### src/rtl/score_keeper.sv
// score_keeper: once-per-frame hit scoring in saturating BCD, lives, respawn delay, game over and session high score.
module score_keeper #(
  parameter int POINTS_PER_HIT = 1,
  parameter int LIVES_INIT     = 3,
  parameter int RESPAWN_FRAMES = 60
) (
  input  logic        clk,
  input  logic        reset,
  input  logic        startOfFrame,
  input  logic        collision,
  input  logic        ball_lost,
  input  logic        new_game,
  output logic [11:0] score_bcd,
  output logic [11:0] high_score_bcd,
  output logic [1:0]  lives,
  output logic        ball_enable,
  output logic        game_over,
  output logic        score_pulse
);
  typedef enum logic [1:0] {PLAY, RESPAWN, GAME_OVER} state_t;
  state_t      state_q, state_d;
  logic [11:0] score_q, score_d, high_q, high_d, sum;
  logic [1:0]  lives_q, lives_d;
  logic [7:0]  frame_q, frame_d;
  logic        hit_cur_q, hit_cur_d, hit_prev_q, hit_prev_d, pulse_q, pulse_d;
  logic        counted, score_en, sat;
  logic [4:0]  u, t, h;
  always_comb begin
    u = {1'b0, score_q[3:0]} + 5'(POINTS_PER_HIT);
    t = {1'b0, score_q[7:4]} + {4'd0, u > 5'd9};
    h = {1'b0, score_q[11:8]} + {4'd0, t > 5'd9};
    sat = h > 5'd9;
    sum = sat ? 12'h999 : {h[3:0], t > 5'd9 ? 4'(t - 5'd10) : t[3:0], u > 5'd9 ? 4'(u - 5'd10) : u[3:0]};
  end
  assign counted  = startOfFrame & hit_cur_q & ~hit_prev_q;
  assign score_en = counted && state_q == PLAY && score_q != 12'h999;
  always_comb begin
    state_d    = state_q;
    score_d    = score_q;
    lives_d    = lives_q;
    frame_d    = frame_q;
    pulse_d    = 1'b0;
    hit_cur_d  = startOfFrame ? collision : hit_cur_q | collision;
    hit_prev_d = startOfFrame ? hit_cur_q : hit_prev_q;
    high_d     = (state_q == GAME_OVER && score_q > high_q) ? score_q : high_q;
    if (new_game) begin
      state_d    = PLAY;
      score_d    = 12'h000;
      lives_d    = 2'(LIVES_INIT);
      frame_d    = 8'd0;
      hit_cur_d  = 1'b0;
      hit_prev_d = 1'b0;
    end else if (state_q == PLAY && ball_lost) begin
      lives_d = lives_q - 2'd1;
      state_d = lives_q == 2'd1 ? GAME_OVER : RESPAWN;
      frame_d = 8'd0;
    end else begin
      score_d = score_en ? sum : score_q;
      pulse_d = score_en;
      if (state_q == RESPAWN && startOfFrame) begin
        frame_d = frame_q + 8'd1;
        state_d = frame_d == 8'(RESPAWN_FRAMES) ? PLAY : RESPAWN;
      end
    end
  end
  always_ff @(posedge clk) begin
    if (reset) begin
      state_q    <= PLAY;
      score_q    <= 12'h000;
      high_q     <= 12'h000;
      lives_q    <= 2'(LIVES_INIT);
      frame_q    <= 8'd0;
      hit_cur_q  <= 1'b0;
      hit_prev_q <= 1'b0;
      pulse_q    <= 1'b0;
    end else begin
      state_q    <= state_d;
      score_q    <= score_d;
      high_q     <= high_d;
      lives_q    <= lives_d;
      frame_q    <= frame_d;
      hit_cur_q  <= hit_cur_d;
      hit_prev_q <= hit_prev_d;
      pulse_q    <= pulse_d;
    end
  end
  assign score_bcd      = score_q;
  assign high_score_bcd = high_q;
  assign lives          = lives_q;
  assign ball_enable    = state_q == PLAY;
  assign game_over      = state_q == GAME_OVER;
  assign score_pulse    = pulse_q;
endmodule

### config.mk
export PLATFORM = sky130hd
export DESIGN_NAME = score_keeper
export DESIGN_NICKNAME = d
export VERILOG_FILES = /design/src/rtl/score_keeper.sv
export SDC_FILE = /design/constraint.sdc
export NUM_CORES = 1
export LEC_CHECK = 0
export BUFFER_PORTS_ARGS = -buffer_cell sky130_fd_sc_hd__buf_2
export CORE_ASPECT_RATIO = 0.8
export CORE_MARGIN = 2
export CORE_UTILIZATION = 50
export CTS_CLUSTER_SIZE = 30
export DETAILED_ROUTE_END_ITERATION = 10
export GPL_TIMING_DRIVEN = 0
export PLACE_DENSITY_LB_ADDON = 0.1
export SYNTH_ARGS = -nofsm -noshare
export SYNTH_HDL_FRONTEND = slang
export SYNTH_SLANG_ARGS = --single-unit
### constraint.sdc
create_clock -name clk -period 11.6 [get_ports clk]
set_input_delay 1.16 -clock clk [delete_from_list [all_inputs] [get_ports clk]]
set_output_delay 1.16 -clock clk [all_outputs]
set_load 0.01 [all_outputs]
Word level (Yosys, flattened, before mapping)
Index checks and enable logic that the tools add are counted.
{ "op_classes": {"add_sub_neg": 7, "order_cmp": 4, "eq_ne": 5, "mux": 8, "bitwise_logic": 5, "n_reduce_logical": 10} }
{ "ops": {"columns": ["cell", "count"], "rows": [
  ["5-bit by 4-bit greater-than comparator with 1-bit output (second input constant)", 3],
  ["12-bit greater-than comparator", 1],
  ["12-bit 2-to-1 mux", 1],
  ["12-bit != test (second input constant)", 1],
  ["4-bit by 1-bit adder with 5-bit output", 2],
  ["8-bit by 1-bit adder with 8-bit output (second input constant)", 1],
  ["8-bit by 6-bit == test with 1-bit output (second input constant)", 1],
  ["4-bit 2-to-1 mux", 2],
  ["4-bit subtractor (second input constant)", 2],
  ["2-bit 2-to-1 mux", 3],
  ["4-bit by 1-bit adder with 5-bit output (second input constant)", 1],
  ["1-bit logical AND", 5],
  ["2-bit by 1-bit == test with 1-bit output (second input constant)", 2],
  ["3-bit OR reduction", 1],
  ["1-bit bitwise AND", 2],
  ["2-bit == test (second input constant)", 1],
  ["2-bit zero test", 1],
  ["1-bit 2-to-1 mux", 2],
  ["1-bit NOT", 2],
  ["2-bit AND reduction", 1],
  ["2-bit nonzero test", 1],
  ["2-bit OR reduction", 1],
  ["2-bit by 1-bit subtractor with 2-bit output (second input constant)", 1],
  ["1-bit OR", 1]
]} }
{ "totals": {"regBits": 39, "input_bits": 6, "output_inout_bits": 29, "elab_cells": 47} }

Longest topological paths before layout
{ "logic_depth": {"ltp_word": 7, "depth_mapped": 21, "ltp_nobuf": 20} }

Worst setup path after synthesis
OpenSTA, ideal clock, no wires.
{ "synth_path": {"path_kind": "register to register", "start": "register score_q[0], in the netlist score_bcd[0]", "end": "register score_q[0], in the netlist score_bcd[0]", "setup_time_ns": 0.079, "t_arrival_ns": 4.144, "t_required_ns": 11.521, "setup_slack_ns": 7.377, "stages_incl_launch_ff": 22, "n_path_buf": 2, "period_less_slack_ns": 4.223, "path_cell_list": "dfxtp_1 -> buf_2 -> inv_1 -> ha_1 -> inv_1 -> ha_1 -> nor2b_1 -> o21bai_1 -> a211oi_1 -> a21boi_0 -> ha_1 -> ha_1 -> clkbuf_1 -> a211o_1 -> a22oi_2 -> ha_1 -> ha_1 -> inv_1 -> a221oi_1 -> o22ai_1 -> and3_1 -> a211oi_2"} }
{ "synth_via": {"elab_chain_len": 7, "elab_cells_between_ends": 12, "classes_between": "add/sub (4); order compare (3); eq/ne (1); mux (2); reduce/logical (2)"} }
{ "synth_rtl": {"columns": ["element", "line", "rtl"], "rows": [
  ["from (decl)", "22", "logic [11:0] score_q, score_d, high_q, high_d, sum;"],
  ["from (signal assigned)", "78", "score_q <= score_d;"],
  ["4-bit by 1-bit adder with 5-bit output", "29", "u = {1'b0, score_q[3:0]} + 5'(POINTS_PER_HIT);"],
  ["5-bit by 4-bit greater-than comparator with 1-bit output", "30, 33", null],
  ["4-bit by 1-bit adder with 5-bit output", "30", "t = {1'b0, score_q[7:4]} + {4'd0, u > 5'd9};"],
  ["5-bit by 4-bit greater-than comparator with 1-bit output", "31", "h = {1'b0, score_q[11:8]} + {4'd0, t > 5'd9};"],
  ["4-bit by 1-bit adder with 5-bit output", "31", null],
  ["5-bit by 4-bit greater-than comparator with 1-bit output", "32", "sat = h > 5'd9;"],
  ["12-bit 2-to-1 mux", "33", "sum = sat ? 12'h999 : {h[3:0], t > 5'd9 ? 4'(t - 5'd10) : t[3:0], u > 5'd9 ? 4'(u - 5'd10) : u[3:0]};"]
]} }
Parallel ways exist; a longest one is shown, timed or not.
A chain may end at the register's enable or synchronous reset.

Worst setup path in the final report
{ "layout_path": {"start": "register score_q[1], in the netlist score_bcd[1]", "end": "register score_q[5], in the netlist score_bcd[5]"} }
{ "layout_via": {"elab_chain_len": 7, "elab_cells_between_ends": 12, "classes_between": "add/sub (4); order compare (3); eq/ne (1); mux (2); reduce/logical (2)"} }
{ "layout_rtl": {"columns": ["element", "line"], "rows": [
  ["4-bit by 1-bit adder with 5-bit output", "29"],
  ["5-bit by 4-bit greater-than comparator with 1-bit output", "30"],
  ["4-bit by 1-bit adder with 5-bit output", "30"],
  ["5-bit by 4-bit greater-than comparator with 1-bit output", "31, 33"],
  ["4-bit by 1-bit adder with 5-bit output", "31"],
  ["5-bit by 4-bit greater-than comparator with 1-bit output", "32"],
  ["12-bit 2-to-1 mux", "33"]
]} }
Parallel ways exist; a longest one is shown, timed or not.

==> run metrics <==
CP Max Fanout 10; Cells after Synth 330; #FFs+latches synth 39; Final period util 42.7%; H-Tree Depth 2; first-pass GRT wire length 11600 µm; Metal-1 WL 3590 µm; Synth-to-Final Area Change 12.4%; slowest CP cell dfxtp_1; vias 2620; Switch Pwr 0.0000598 W; met2 routed WL 2780 µm; clk_lat worst skew 290 ps; Slew HR 56.7%; Pwr Density 79.9 nW/µm²; Port Buf Inserts 34; status finished clean; first-pass detailed-route iteration total 4; Die Area 6090 µm²; DP HPWL 5150 µm; CTS root buf clkbuf_8; Worst Path Required 11820 ps; DRC 0; Diodes inserted 0; clock slew at reported path FFs 80 ps; CTS max path bufs 2; DR WL met3 390 µm; crit path cell chain ha_1 > clkbuf_1 > xnor2_1 > ha_1 > nor2b_1 > o21bai_1 > a211oi_1 > a21boi_0 > ha_1 > ha_1 > clkbuf_1 > o21ai_0 > a22oi_2 > ha_1 > ha_1 > o21ai_0 > nor2_1 > o22ai_1 > nand4_1 > o22ai_1; Global Route Usage Sum 23.9%; Filler cells 507; CP arrival 5180 ps; most frequent cells in the layout 42 x buf_2, 39 x dfxtp_1, 27 x inv_1; largest net degree at the start of global routing 12; CTS tree yes; WL/cell 15.7 µm; Fin. Hold Viols 0; clk_skew 6.93 ps; Mean Syn Cell Area 8.31 µm²; Top Metal Used met4; CP endpoint kind register; Clock power frac 38.7%; fin util 57.3%; area leader, netlist dfxtp_1; maximum VDD drop 0.0420 mV; Leak 1.20 nW; chip width 86.8 µm; Worst path most repeated cell ha_1; top-area cell type share of the netlist area 28.5%; post-CTS sizing 0; Synth cell types 57; RSZ-0062 raised after global routing no; Worst Setup Path Type reg2reg; CTS buffer count 5; register share of total power 55.1%; Core Area 5380 µm²; Syn. warnings 0; Detailed Route WL 6820 µm; starting DRC count in detailed routing 103; delay-heaviest family, CP compound AO/OA/AOI/OAI gates; achievable frequency 202 MHz; Setup-failing EPs final 0; Final min period 4960 ps; clk sinks 39; switch share 24.3%; commonest non-fill, non-tap cell in the layout buf_2; Rows 24; Setup Buffers After CTS 0; total grt overflow 0; crit-path max cell delay 560 ps; Worst-Margin Slew 650 ps; final weighted congestion in routability-driven placement 0.844; number of flops mapped to enable cells by yosys 0; Final TNS setup 0 ps; Int Pwr 0.000186 W; Final Slew Violations 0; vias in the first global route 2283; IO Count 35; register area share after synthesis 28.5%; layout cells sized above 1 17.5%; post-route ant nets 0; initial antenna violation count 0; initial core utilization 51.0%; Critical path buffers and inverters 2; Die Y-Extent 70.2 µm; DR vias/cell 6.01; Post-Syn Area 2740 µm²; logic gate share of total power 6.3%; hold buffer count at cts 0; top post-synthesis cells by area dfxtp_1 28%, ha_1 11%, o311ai_2 4.7%; ys async rst share 0%; CP Launch Type register; Max Cap Violations 0; final net count 401; ys flop type dfxtp_1; Post-Syn Nets 360; HP Class reg2reg
## power groups by stage
stage	sequential, W	clock [W]	combinational, W
finish	0.000135	0.0000951	0.0000155
global route	0.000136	0.000103	0.0000171
CTS	0.000135	0.0000973	0.0000154
detailed placement	0.000139	0	0.0000153
global placement	0.000139	0	0.0000152
floorplan	0.000139	0	0.0000100
## per-layer routing
metal,vias to the layer above,GRT usage (%)
met5,-,0
met4,0,5.21
met3,6,5.08
met2,77,32.1
met1,1223,38.2
li1,1314,-
## through the flow
step                setup WS (ps)  total power [W]  instance area, µm²  hold WS (ps)  std cells
floorplan                    7380         0.000149                2740           461        330
global placement             6820         0.000154                2990           478        429
CTS                          6750         0.000248                3080           501        436
finish                       6640         0.000246                3080           503        436
global route                 6170         0.000256                3080           536        436
detailed placement           6780         0.000154                2990           488        429
## sequential cells by signal, indices dropped and copies added, names as in the netlist
register and flops:
high_score_bcd 12, score_bcd 12, frame_q 8, lives 2, state_q 2, hit_cur_q 1, hit_prev_q 1, score_pulse 1
## cell type report
class / count / area, µm² / share of cell area [%]
tap: 65 / 81.3 / 2.64
buffer: 22 / 101 / 3.29
multi-input combinational: 242 / 1760 / 57.1
clock buffer: 6 / 82.6 / 2.68
timing repair buffer: 34 / 170 / 5.52
sequential: 39 / 781 / 25.3
clock inverter: 1 / 5.00 / 0.162
inverter: 27 / 101 / 3.29
## worst min-delay path, cell delays in order, from the launching register on
cell	delay [ps]
dfxtp_1	340
nand2_1	60
a21oi_1	50
## synthesized netlist by cell type, types with 2 or more instances
cell,n
dfxtp_1,39
ha_1,24
nor2b_1,6
clkbuf_1,12
xnor2_1,6
o21ai_0,18
inv_1,27
o32ai_1,3
a221oi_1,2
mux2i_1,3
o22ai_1,2
and3_1,4
nand4b_1,2
o311ai_0,2
nand2b_1,5
or3_1,2
o2111ai_1,13
nand3b_1,2
xor2_1,6
a221o_1,2
buf_2,8
o211ai_1,3
o21bai_1,2
a31oi_1,6
nand3_1,12
nand4_1,17
o221a_1,2
o21ai_1,2
nand2_1,21
nor3_1,5
nor2_1,25
o311ai_2,8
a21oi_1,14
and2_1,2
## path summary, 6_finish.rpt
path           startpoint      endpoint  slack (ps)  cells past startpoint
max          score_bcd[1]  score_bcd[5]        6640                     20
min            frame_q[1]    frame_q[1]         500                      2
max reg2reg  score_bcd[1]  score_bcd[5]        6640                     20
min reg2reg    frame_q[1]    frame_q[1]         500                      2
## logic make-up (layout without fill, tap and decap cells)
kind of cell               Yosys count  after routing  synth area share (%)
AOI/OAI and AO/OA                   93             93                  27.2
xor gates and xnor gates            12             12                  3.83
adders and majority gates           24             24                  11.0
buffers and inverters               49             90                  7.39
DFF                                 39             39                  28.5
muxes                                4              4                  1.51
and+or+nand+nor                    109            109                  20.7
Note: power is estimated with default switching activity, not from simulation.
